[src/rtl/usb_in_controller_if.sv]
// Bundle of the token-decoder, FIFO read-side and transmitter signals seen by
// the USB IN sequencer. The master modport is the sequencer's view; the slave
// modport is the view of the surrounding receiver/FIFO/transmitter.
interface usb_in_controller_if #(
   parameter int COUNT_W = 12
);
   logic               token_valid;
   logic [3:0]         rx_pid;
   logic [6:0]         rx_addr;
   logic [COUNT_W-1:0] fifo_count;
   logic [7:0]         fifo_rdata;
   logic               fifo_r_en;
   logic [7:0]         tx_data;
   logic               tx_valid;
   logic               tx_last;
   logic               tx_ack;
   logic               tx_busy;
   logic               is_txing;
   logic               toggle;

   modport master (
      input  token_valid, rx_pid, rx_addr, fifo_count, fifo_rdata, tx_ack, tx_busy,
      output fifo_r_en, tx_data, tx_valid, tx_last, is_txing, toggle
   );

   modport slave (
      output token_valid, rx_pid, rx_addr, fifo_count, fifo_rdata, tx_ack, tx_busy,
      input  fifo_r_en, tx_data, tx_valid, tx_last, is_txing, toggle
   );
endinterface

[src/rtl/usb_in_controller.sv]
// USB IN-token sequencer for the Ethernet-to-USB bridge. Answers matching IN
// tokens with NAK when less than one payload is buffered, otherwise sends
// DATA0/DATA1 + MAX_PAYLOAD bytes from the FIFO + CRC16, then waits for the
// host ACK before advancing the data toggle.
module usb_in_controller #(
   parameter int         MAX_PAYLOAD = 64,
   parameter logic [6:0] DEV_ADDR    = 7'h4C,
   parameter int         ACK_TIMEOUT = 1024,
   parameter int         COUNT_W     = 12
) (
   input  logic               clk,
   input  logic               n_rst,
   usb_in_controller_if.master bus
);

   localparam logic [2:0] S_IDLE     = 3'd0;
   localparam logic [2:0] S_NAK      = 3'd1;
   localparam logic [2:0] S_PID      = 3'd2;
   localparam logic [2:0] S_DATA     = 3'd3;
   localparam logic [2:0] S_CRC_LO   = 3'd4;
   localparam logic [2:0] S_CRC_HI   = 3'd5;
   localparam logic [2:0] S_DRAIN    = 3'd6;
   localparam logic [2:0] S_WAIT_ACK = 3'd7;

   localparam logic [3:0] PID_IN  = 4'b1001;
   localparam logic [3:0] PID_ACK = 4'b0010;

   localparam int CNT_W = $clog2(MAX_PAYLOAD + 1);
   localparam int TMR_W = $clog2(ACK_TIMEOUT + 1);

   logic [2:0]       state;
   logic             drain_to_wait;
   logic [7:0]       tx_data_q;
   logic             tx_valid_q;
   logic             tx_last_q;
   logic             toggle_q;
   logic [15:0]      crc;
   logic [CNT_W-1:0] byte_cnt;
   logic [TMR_W-1:0] timer;

   logic             xfer;
   logic             in_match;
   logic             ack_tok;
   logic             last_byte;
   logic [15:0]      crc_next;

   // Reflected USB CRC16 (0xA001), one byte processed LSB first.
   function automatic logic [15:0] crc16_byte(input logic [15:0] c, input logic [7:0] d);
      logic [15:0] r;
      r = c;
      for (int unsigned i = 0; i < 8; i++) begin
         if (r[0] ^ d[i]) r = (r >> 1) ^ 16'hA001;
         else             r = r >> 1;
      end
      return r;
   endfunction

   // Decode handshake conditions and next CRC for the byte being accepted.
   always_comb begin
      xfer      = tx_valid_q & bus.tx_ack;
      in_match  = bus.token_valid && (bus.rx_pid == PID_IN) && (bus.rx_addr == DEV_ADDR);
      ack_tok   = bus.token_valid && (bus.rx_pid == PID_ACK);
      last_byte = (byte_cnt == CNT_W'(MAX_PAYLOAD - 1));
      crc_next  = crc16_byte(crc, bus.fifo_rdata);
   end

   // Payload bytes pass straight from the show-ahead head so the next byte is
   // on tx_data the cycle after a pop; every other byte comes from tx_data_q.
   assign bus.tx_data   = (state == S_DATA) ? bus.fifo_rdata : tx_data_q;
   assign bus.tx_valid  = tx_valid_q;
   assign bus.tx_last   = tx_last_q;
   assign bus.fifo_r_en = bus.tx_ack & (state == S_DATA);
   assign bus.is_txing  = (state != S_IDLE) && (state != S_WAIT_ACK);
   assign bus.toggle    = toggle_q;

   // Packet sequencer: state, registered transmit outputs, CRC, toggle, timer.
   always_ff @(posedge clk or negedge n_rst) begin
      if (!n_rst) begin
         state         <= S_IDLE;
         drain_to_wait <= 1'b0;
         tx_data_q     <= '0;
         tx_valid_q    <= 1'b0;
         tx_last_q     <= 1'b0;
         toggle_q      <= 1'b1;
         crc           <= '1;
         byte_cnt      <= '0;
         timer         <= '0;
      end else begin
         case (state)
            S_IDLE: begin
               if (in_match) begin
                  tx_valid_q <= 1'b1;
                  if (bus.fifo_count < COUNT_W'(MAX_PAYLOAD)) begin
                     state     <= S_NAK;
                     tx_data_q <= 8'h5A;
                     tx_last_q <= 1'b1;
                  end else begin
                     state     <= S_PID;
                     tx_data_q <= toggle_q ? 8'h4B : 8'hC3;
                     tx_last_q <= 1'b0;
                     crc       <= '1;
                     byte_cnt  <= '0;
                  end
               end
            end
            S_NAK: begin
               if (xfer) begin
                  state         <= S_DRAIN;
                  drain_to_wait <= 1'b0;
                  tx_valid_q    <= 1'b0;
                  tx_last_q     <= 1'b0;
                  tx_data_q     <= '0;
               end
            end
            S_PID: begin
               if (xfer) state <= S_DATA;
            end
            S_DATA: begin
               if (xfer) begin
                  crc      <= crc_next;
                  byte_cnt <= byte_cnt + CNT_W'(1);
                  if (last_byte) begin
                     state     <= S_CRC_LO;
                     tx_data_q <= ~crc_next[7:0];
                  end
               end
            end
            S_CRC_LO: begin
               if (xfer) begin
                  state     <= S_CRC_HI;
                  tx_data_q <= ~crc[15:8];
                  tx_last_q <= 1'b1;
               end
            end
            S_CRC_HI: begin
               if (xfer) begin
                  state         <= S_DRAIN;
                  drain_to_wait <= 1'b1;
                  tx_valid_q    <= 1'b0;
                  tx_last_q     <= 1'b0;
                  tx_data_q     <= '0;
               end
            end
            S_DRAIN: begin
               if (!bus.tx_busy) begin
                  state <= drain_to_wait ? S_WAIT_ACK : S_IDLE;
                  timer <= '0;
               end
            end
            S_WAIT_ACK: begin
               if (ack_tok) begin
                  toggle_q <= ~toggle_q;
                  state    <= S_IDLE;
               end else if (timer == TMR_W'(ACK_TIMEOUT - 1)) begin
                  state <= S_IDLE;
               end else begin
                  timer <= timer + TMR_W'(1);
               end
            end
            default: state <= S_IDLE;
         endcase
      end
   end

endmodule
[src/flat_wrapper.sv]
// flat-port wrapper written by rule: the top's interface ports become plain ports
module usb_in_controller_flat 
#(
   parameter int         MAX_PAYLOAD = 64,
   parameter logic [6:0] DEV_ADDR    = 7'h4C,
   parameter int         ACK_TIMEOUT = 1024,
   parameter int         COUNT_W     = 12
)
  (clk, n_rst, bus_token_valid, bus_rx_pid, bus_rx_addr, bus_fifo_count, bus_fifo_rdata, bus_tx_ack, bus_tx_busy, bus_fifo_r_en, bus_tx_data, bus_tx_valid, bus_tx_last, bus_is_txing, bus_toggle);
  usb_in_controller_if #(.COUNT_W(COUNT_W)) bus_i ();
  input  logic clk;
  input  logic n_rst;
  input wire logic [$bits(bus_i.token_valid)-1:0] bus_token_valid;
  input wire logic [$bits(bus_i.rx_pid)-1:0] bus_rx_pid;
  input wire logic [$bits(bus_i.rx_addr)-1:0] bus_rx_addr;
  input wire logic [$bits(bus_i.fifo_count)-1:0] bus_fifo_count;
  input wire logic [$bits(bus_i.fifo_rdata)-1:0] bus_fifo_rdata;
  input wire logic [$bits(bus_i.tx_ack)-1:0] bus_tx_ack;
  input wire logic [$bits(bus_i.tx_busy)-1:0] bus_tx_busy;
  output wire logic [$bits(bus_i.fifo_r_en)-1:0] bus_fifo_r_en;
  output wire logic [$bits(bus_i.tx_data)-1:0] bus_tx_data;
  output wire logic [$bits(bus_i.tx_valid)-1:0] bus_tx_valid;
  output wire logic [$bits(bus_i.tx_last)-1:0] bus_tx_last;
  output wire logic [$bits(bus_i.is_txing)-1:0] bus_is_txing;
  output wire logic [$bits(bus_i.toggle)-1:0] bus_toggle;
  assign bus_i.token_valid = bus_token_valid;
  assign bus_i.rx_pid = bus_rx_pid;
  assign bus_i.rx_addr = bus_rx_addr;
  assign bus_i.fifo_count = bus_fifo_count;
  assign bus_i.fifo_rdata = bus_fifo_rdata;
  assign bus_i.tx_ack = bus_tx_ack;
  assign bus_i.tx_busy = bus_tx_busy;
  assign bus_fifo_r_en = bus_i.fifo_r_en;
  assign bus_tx_data = bus_i.tx_data;
  assign bus_tx_valid = bus_i.tx_valid;
  assign bus_tx_last = bus_i.tx_last;
  assign bus_is_txing = bus_i.is_txing;
  assign bus_toggle = bus_i.toggle;
  usb_in_controller #(.MAX_PAYLOAD(MAX_PAYLOAD), .DEV_ADDR(DEV_ADDR), .ACK_TIMEOUT(ACK_TIMEOUT), .COUNT_W(COUNT_W)) u_core (.clk(clk), .n_rst(n_rst), .bus(bus_i));
endmodule
[config.mk]
export PLATFORM = sky130hd
export DESIGN_NAME = usb_in_controller_flat
export DESIGN_NICKNAME = d
export VERILOG_FILES = /design/src/rtl/usb_in_controller_if.sv /design/src/rtl/usb_in_controller.sv /design/src/flat_wrapper.sv
export SDC_FILE = /design/constraint.sdc
export NUM_CORES = 1
export LEC_CHECK = 0
export BUFFER_PORTS_ARGS = -buffer_cell sky130_fd_sc_hd__buf_2
export CORE_ASPECT_RATIO = 0.5
export CORE_MARGIN = 1.5
export CORE_UTILIZATION = 50
export DETAILED_ROUTE_END_ITERATION = 6
export GPL_TIMING_DRIVEN = 0
export PLACE_DENSITY = 0.75
export SLEW_MARGIN = 10
export SYNTH_ARGS = -nofsm -noshare
export SYNTH_HDL_FRONTEND = slang
export SYNTH_SLANG_ARGS = --single-unit
export TNS_END_PERCENT = 50
[constraint.sdc]
create_clock -name clk -period 2.18 [get_ports clk]
set_clock_uncertainty 0.2 [all_clocks]
set_input_delay 0.436 -clock clk [delete_from_list [all_inputs] [get_ports clk]]
set_output_delay 0.436 -clock clk [all_outputs]
set_load 0.02 [all_outputs]
Yosys cells after proc, flatten, opt, wreduce, memory -nomap -nowiden --
Index checks and enable logic that the tools add are counted.
Operators by class: magnitude comparators 1, shift operators 0, div/mod/pow operators 0, equal/unequal tests 26, $add $sub $neg 2, reduce and logical (&&, ||, !) cells 21, mux-type cells 49, multiply operators 0, bitwise logic cells 21
Operator list (number):
- $mux 16 | 11
- $mux 8 | 8
- $mux 11 | 3
- $pmux 16 s2 | 1
- $pmux 8 s4 | 1
- $mux 3 | 10
- $not 2->3 | 8
- $pmux 11 s2 | 1
- $mux 7 | 3
- $pmux 3 s7 | 1
- $ne 2x1->1 const B | 8
- $not 8->8 | 2
- $pmux 7 s2 | 1
- $eq 3x3->1 const B | 4
- $lt 12x7->1 const B | 1
- $reduce_and 4->1 | 3
- $add 11x1->11 const B | 1
- $eq 11x10->1 const B | 1
- $ne 2x2->1 const B | 4
- $reduce_and 8->1 | 1
- $reduce_bool 2->1 | 4
- $xor 1x1->1 | 8
- $add 7x1->7 const B | 1
- $eq 7x6->1 const B | 1
- 21 further kinds | 33
Storage, ports and cells: flip-flop bits (word level) 49, output and inout port bits 13, input port bits 36, bits in latches 0, memories 0, memory bits (read-only) 0, RAM bits 0

Longest topological paths before layout --
depth in word-level cells 20, depth in mapped cells 8, depth with buffers taken out 6

Worst setup path before layout --
Ideal clock, no wire load.
path type input-to-reg, from input bus_rx_addr[5], to register u_core.tx_data_q[0], data arrival time 2016 ps, data required time 1876 ps, buffers on the path 1, stages on the path 5, path slack -139 ps, cells stage by stage or4bb_1 -> o31ai_4 -> o311ai_1 -> buf_2 -> o41ai_2
Between the ends: longest elaborated chain between the ends 4
RTL lines:
- from (decl) | line flat_wrapper.sv:15 | input wire logic [$bits(bus_i.rx_addr)-1:0] bus_rx_addr;
- $eq 7x7->1 | line usb_in_controller.sv:61 | in_match = bus.token_valid && (bus.rx_pid == PID_IN) && (bus.rx_addr == DEV_ADDR);
- $logic_and 1x1->1 | line usb_in_controller.sv:61
- $ne 2x1->1 (no source line)
- $reduce_and 6->1 (no source line)
- to (signal assigned) | line usb_in_controller.sv:99 | tx_data_q <= toggle_q ? 8'h4B : 8'hC3;
- to (signal assigned) | line usb_in_controller.sv:124 | tx_data_q <= ~crc_next[7:0];
- to (signal assigned) | line usb_in_controller.sv:131 | tx_data_q <= ~crc[15:8];
- to (decl) | line usb_in_controller.sv:33 | logic [7:0] tx_data_q;
No other way between the ends. A chain may end at the register's enable or synchronous reset.

Worst setup path in the final report --
from register u_core.crc[0], to register u_core.tx_data_q[0]
Between the ends: longest elaborated chain between the ends 20
RTL lines:
- from (decl) | line usb_in_controller.sv:37 | logic [15:0] crc;
- from (signal assigned) | line usb_in_controller.sv:120 | crc <= crc_next;
- $xor 1x1->1 | line usb_in_controller.sv:52 | if (r[0] ^ d[i]) r = (r >> 1) ^ 16'hA001;
- $mux 16 | line usb_in_controller.sv:52
- $xor 1x1->1 | line usb_in_controller.sv:52
- $mux 16 | line usb_in_controller.sv:52
- $xor 1x1->1 | line usb_in_controller.sv:52
- $mux 16 | line usb_in_controller.sv:52
- $xor 1x1->1 | line usb_in_controller.sv:52
- $mux 16 | line usb_in_controller.sv:52
- [4 not listed]
- $xor 1x1->1 | line usb_in_controller.sv:52
- $mux 16 | line usb_in_controller.sv:52
- $xor 1x1->1 | line usb_in_controller.sv:52
- $mux 16 | line usb_in_controller.sv:52
- $not 8->8 | line usb_in_controller.sv:124
- $mux 8 | line usb_in_controller.sv:122 | if (last_byte) begin
- $mux 8 | line usb_in_controller.sv:119 | if (xfer) begin
- $pmux 8 s4 | line usb_in_controller.sv:89 | case (state)
No other way between the ends. The select of a mux whose other input is x is not followed.

==> results.md <==
- Path class of the lowest-slack min-delay path: in -> async
- Critical Path, Cell by Cell: xor2_4 -> xnor2_2 -> xor3_2 -> buf_6 -> mux2i_1 -> o41ai_2
- Transition time at the pin with the least slew margin: 1.09 ns
- Top fanout value on the critical path: 3
- Final GP Congestion: 0.862
- Maximum operating frequency: 0.443 GHz
- Detailed-routing iteration count for the pre-antenna-repair pass: 6
- Yosys top cell by area: dfrtp_1
- Post-synthesis sequential element count: 49
- Power, Total: 1.98 mW
- Instance area at placement: 3300 um2
- Synth top area cells: dfrtp_1 (27%), dfstp_2 (15%), xnor2_1 (6.5%)
- IO Count: 49
- Number of synthesis warnings: 0
- Clock slew at reported path FFs: 0.07 ns
- Period utilization: 104%
- Diodes inserted: 0
- Standard cell core area: 5590 um2
- Number of cells produced by synthesis: 314
- Total Nets Final: 426
- Count of hold buffers inserted by post-cts repair: 0
- LEAKAGE: 1.69 nW
- Global-route wire length before repair: 12,100 um
- RSZ-0062 raised after global routing: yes
- TritonCTS clock tree: built
- Finished Cell Area: 3980 um2
- Slew HR: 27.2%
- Violation count after the first detailed-routing iteration: 198
- CTS Buffer Depth: 2
- Required time at the worst-slack endpoint: 2.17 ns
- Total Die Area: 6380 um2
- Share of synthesized area occupied by flip-flops and latches: 42.4%
- Arrival time at the worst endpoint: 2.25 ns
- DRC violation count after routing: 0
- Number of buffers and inverters on the critical path: 1
- CP Capture Type: register
- Die boundary height: 57.3 um
- Clock insertion delay at the later pin of the skew report: 0.29 ns
- Most used flip-flop cell after synthesis: dfrtp_1
- Crit start category: register
- # H-tree levels: 2
- Detailed-placement wirelength estimate: 5110 um
- Remaining number of nets flagged by the antenna check after routing: 0
- Via count of the routed design: 2,820
- Total setup violations reported at the end of the flow: 7
- Worst setup path class: reg -> reg
- Most common library cells after synthesis: nand2_1 (50), dfrtp_1 (32), o21ai_0 (24), xnor2_1 (22)
- Failing checks: negative setup slack
- Overall track demand over capacity in global routing: 24.3%
- Post-detailed-route wirelength per cell: 18.6 um
- Worst-case vdd ir drop: 0.339 mV
- Fillcell total: 389
- Largest incremental delay on the critical path: 0.59 ns
- Number of hold violations in the final report: 0
- Aggregate global routing overflow: 0
- Vias in the first global route: 2,457
- Library cells used by synthesis: 60
- Area of combinational cells with multiple inputs: 1850 um2
- Family with the most delay on the worst path: XOR/XNOR gates
- Async set-or-reset flop fraction in the synthesized netlist: 100%
- Area of the mapped netlist: 2940 um2
- Largest net degree at the start of global routing: 50
- Fraction of layout instances using a drive strength above 1: 39.3%
- Max-slew violation count: 0
- Avg Inst Size Synth: 9.37 um2
- Total clock buffers created by CTS: 5
- Vias per std cell: 6.10
- Routed wire length: 8590 um
- Clk sink count: 49
- Yosys top cell area share: 27.2%
- Net count after synthesis: 352
- Number of max-cap violations: 0
- Starting density of the core: 52.7%
- Count of flip-flops with a built-in enable after synthesis: 0
- Antenna violations before repair: 0
- Combined flip-flop and latch cell area: 1250 um2
- Chip Width: 111 um
- Shortest period the worst path allows: 2.26 ns
- Number of core rows: 19
- Power density relative to cell area: 497 nW/um2
- Worst path setup slack after routing: -0.0796 ns
- Hold Worst Slack: 0.153 ns
- Critical-path cell with the highest stage delay: dfstp_2
- Status: finished with violations
- Area growth from synthesis to final layout: 35.3%
- Leading cell type by number of instances after synthesis: nand2_1
- Count of input and output buffers: 42
- CTS Root Buffer Type: clkbuf_16
-- routing by layer --
| metal | GRT usage (%) | part of all wire (%) | vias to the layer above |
|---|---|---|---|
| met1 | 32.9 | 42 | 1357 |
| met5 | 0 | 0 | - |
| met3 | 4.36 | 7.1 | 37 |
| met2 | 41.2 | 48 | 146 |
| li1 | - | - | 1280 |
| met4 | 6.33 | 3.1 | 0 |
-- cell usage in the layout, fill, tap and decap left out, drive strengths merged, types with 3 or more instances in the layout --
master,instances
buf,75
nand2,50
dfrtp,32
o21ai,25
xnor2,24
dfstp,17
nor2,17
clkbuf,14
a21oi,13
a2bb2oi,12
inv,10
nand3,10
nand4,6
nor3,5
mux2i,4
o22a,4
o31ai,4
or3,4
nand2b,3
a21o,3
and2,3
o22ai,3
xor2,3
nor2b,3
a2111oi,3
mux2,3
-- metrics by stage --
stage / utilization, % / TNS [ns] / instances / setup WS [ns]
floorplan: - / -0.650 / 314 / -0.129
global placement: 59.0 / -13.06 / 429 / -0.454
detailed placement: 59.0 / -14.54 / 429 / -0.492
CTS: 64.9 / -1.24 / 443 / -0.220
global route: 71.3 / -1.23 / 462 / -0.136
finish: 71.3 / -0.284 / 462 / -0.0796
-- worst register-to-register path: cells and delay by family (launching register included) --
family                 cells  cell delay [ns]
XOR/XNOR                   3             0.85
multiplexers               1             0.12
flip-flops                 1             0.59
AO/OA/AOI/OAI              1             0.27
buffers and inverters      1             0.15
-- area by class of cell --
class / instances / area share, %
plain buffers: 13 / 3.17
clock buffers: 7 / 3.58
clock inverters: 1 / 0.189
inverters: 11 / 1.26
multi-input cells: 239 / 46.5
flip-flops and latches: 49 / 31.3
well taps: 73 / 2.29
repair buffers: 69 / 11.7
-- power breakdown --
group / internal (mW) / total, mW / leakage, nW / switching, mW
Clock: 0.458 / 0.795 / 0.0701 / 0.337
Combinational: 0.144 / 0.258 / 1.04 / 0.114
Sequential: 0.918 / 0.926 / 0.580 / 0.00797
Total: 1.52 / 1.98 / 1.69 / 0.459
-- sequential cells by signal (all words and copies together) (netlist names) --
register,count
u_core.state,3
u_core.crc,16
u_core.tx_data_q,8
u_core.byte_cnt,7
u_core.bus.tx_valid,1
u_core.drain_to_wait,1
u_core.timer,11
u_core.bus.toggle,1
u_core.bus.tx_last,1
-- path summary, 6_finish.rpt --
path	startpoint	to	slack [ns]	cells past startpoint
setup / recovery	u_core.crc[0]$_DFFE_PN1P_	u_core.tx_data_q[0]$_DFFE_PN0P_	-0.08	6
hold / removal	n_rst	u_core.timer[8]$_DFFE_PN0P_	0.15	1
setup reg to reg	u_core.crc[0]$_DFFE_PN1P_	u_core.tx_data_q[0]$_DFFE_PN0P_	-0.08	6
hold reg to reg	u_core.tx_data_q[1]$_DFFE_PN0P_	u_core.tx_data_q[1]$_DFFE_PN0P_	0.28	1
max in group asynchronous	n_rst	u_core.tx_data_q[1]$_DFFE_PN0P_	0.96	1
min in group clk	bus_rx_pid[1]	u_core.bus.toggle$_DFFE_PN1P_	0.24	3
-- kinds of logic after synthesis --
kind of cell,after synthesis,synth area share (%)
AO/OA/AOI/OAI,88,21.8
XOR/XNOR,29,10.4
adder cells (fa/ha/maj),2,0.850
buffers and inverters,26,3.53
flip-flops,49,42.4
multiplexers,7,2.64
AND/OR/NAND/NOR,113,18.4
-- timing repair --
item	4_1_cts	5_1_grt
gates cloned	1	1
buffers inserted	6	19
hold endpoints to repair	0	0
pin swaps	7	12
setup endpoints to repair	47	48
resized for setup	35	47
Power figures use the tool's default switching activity.
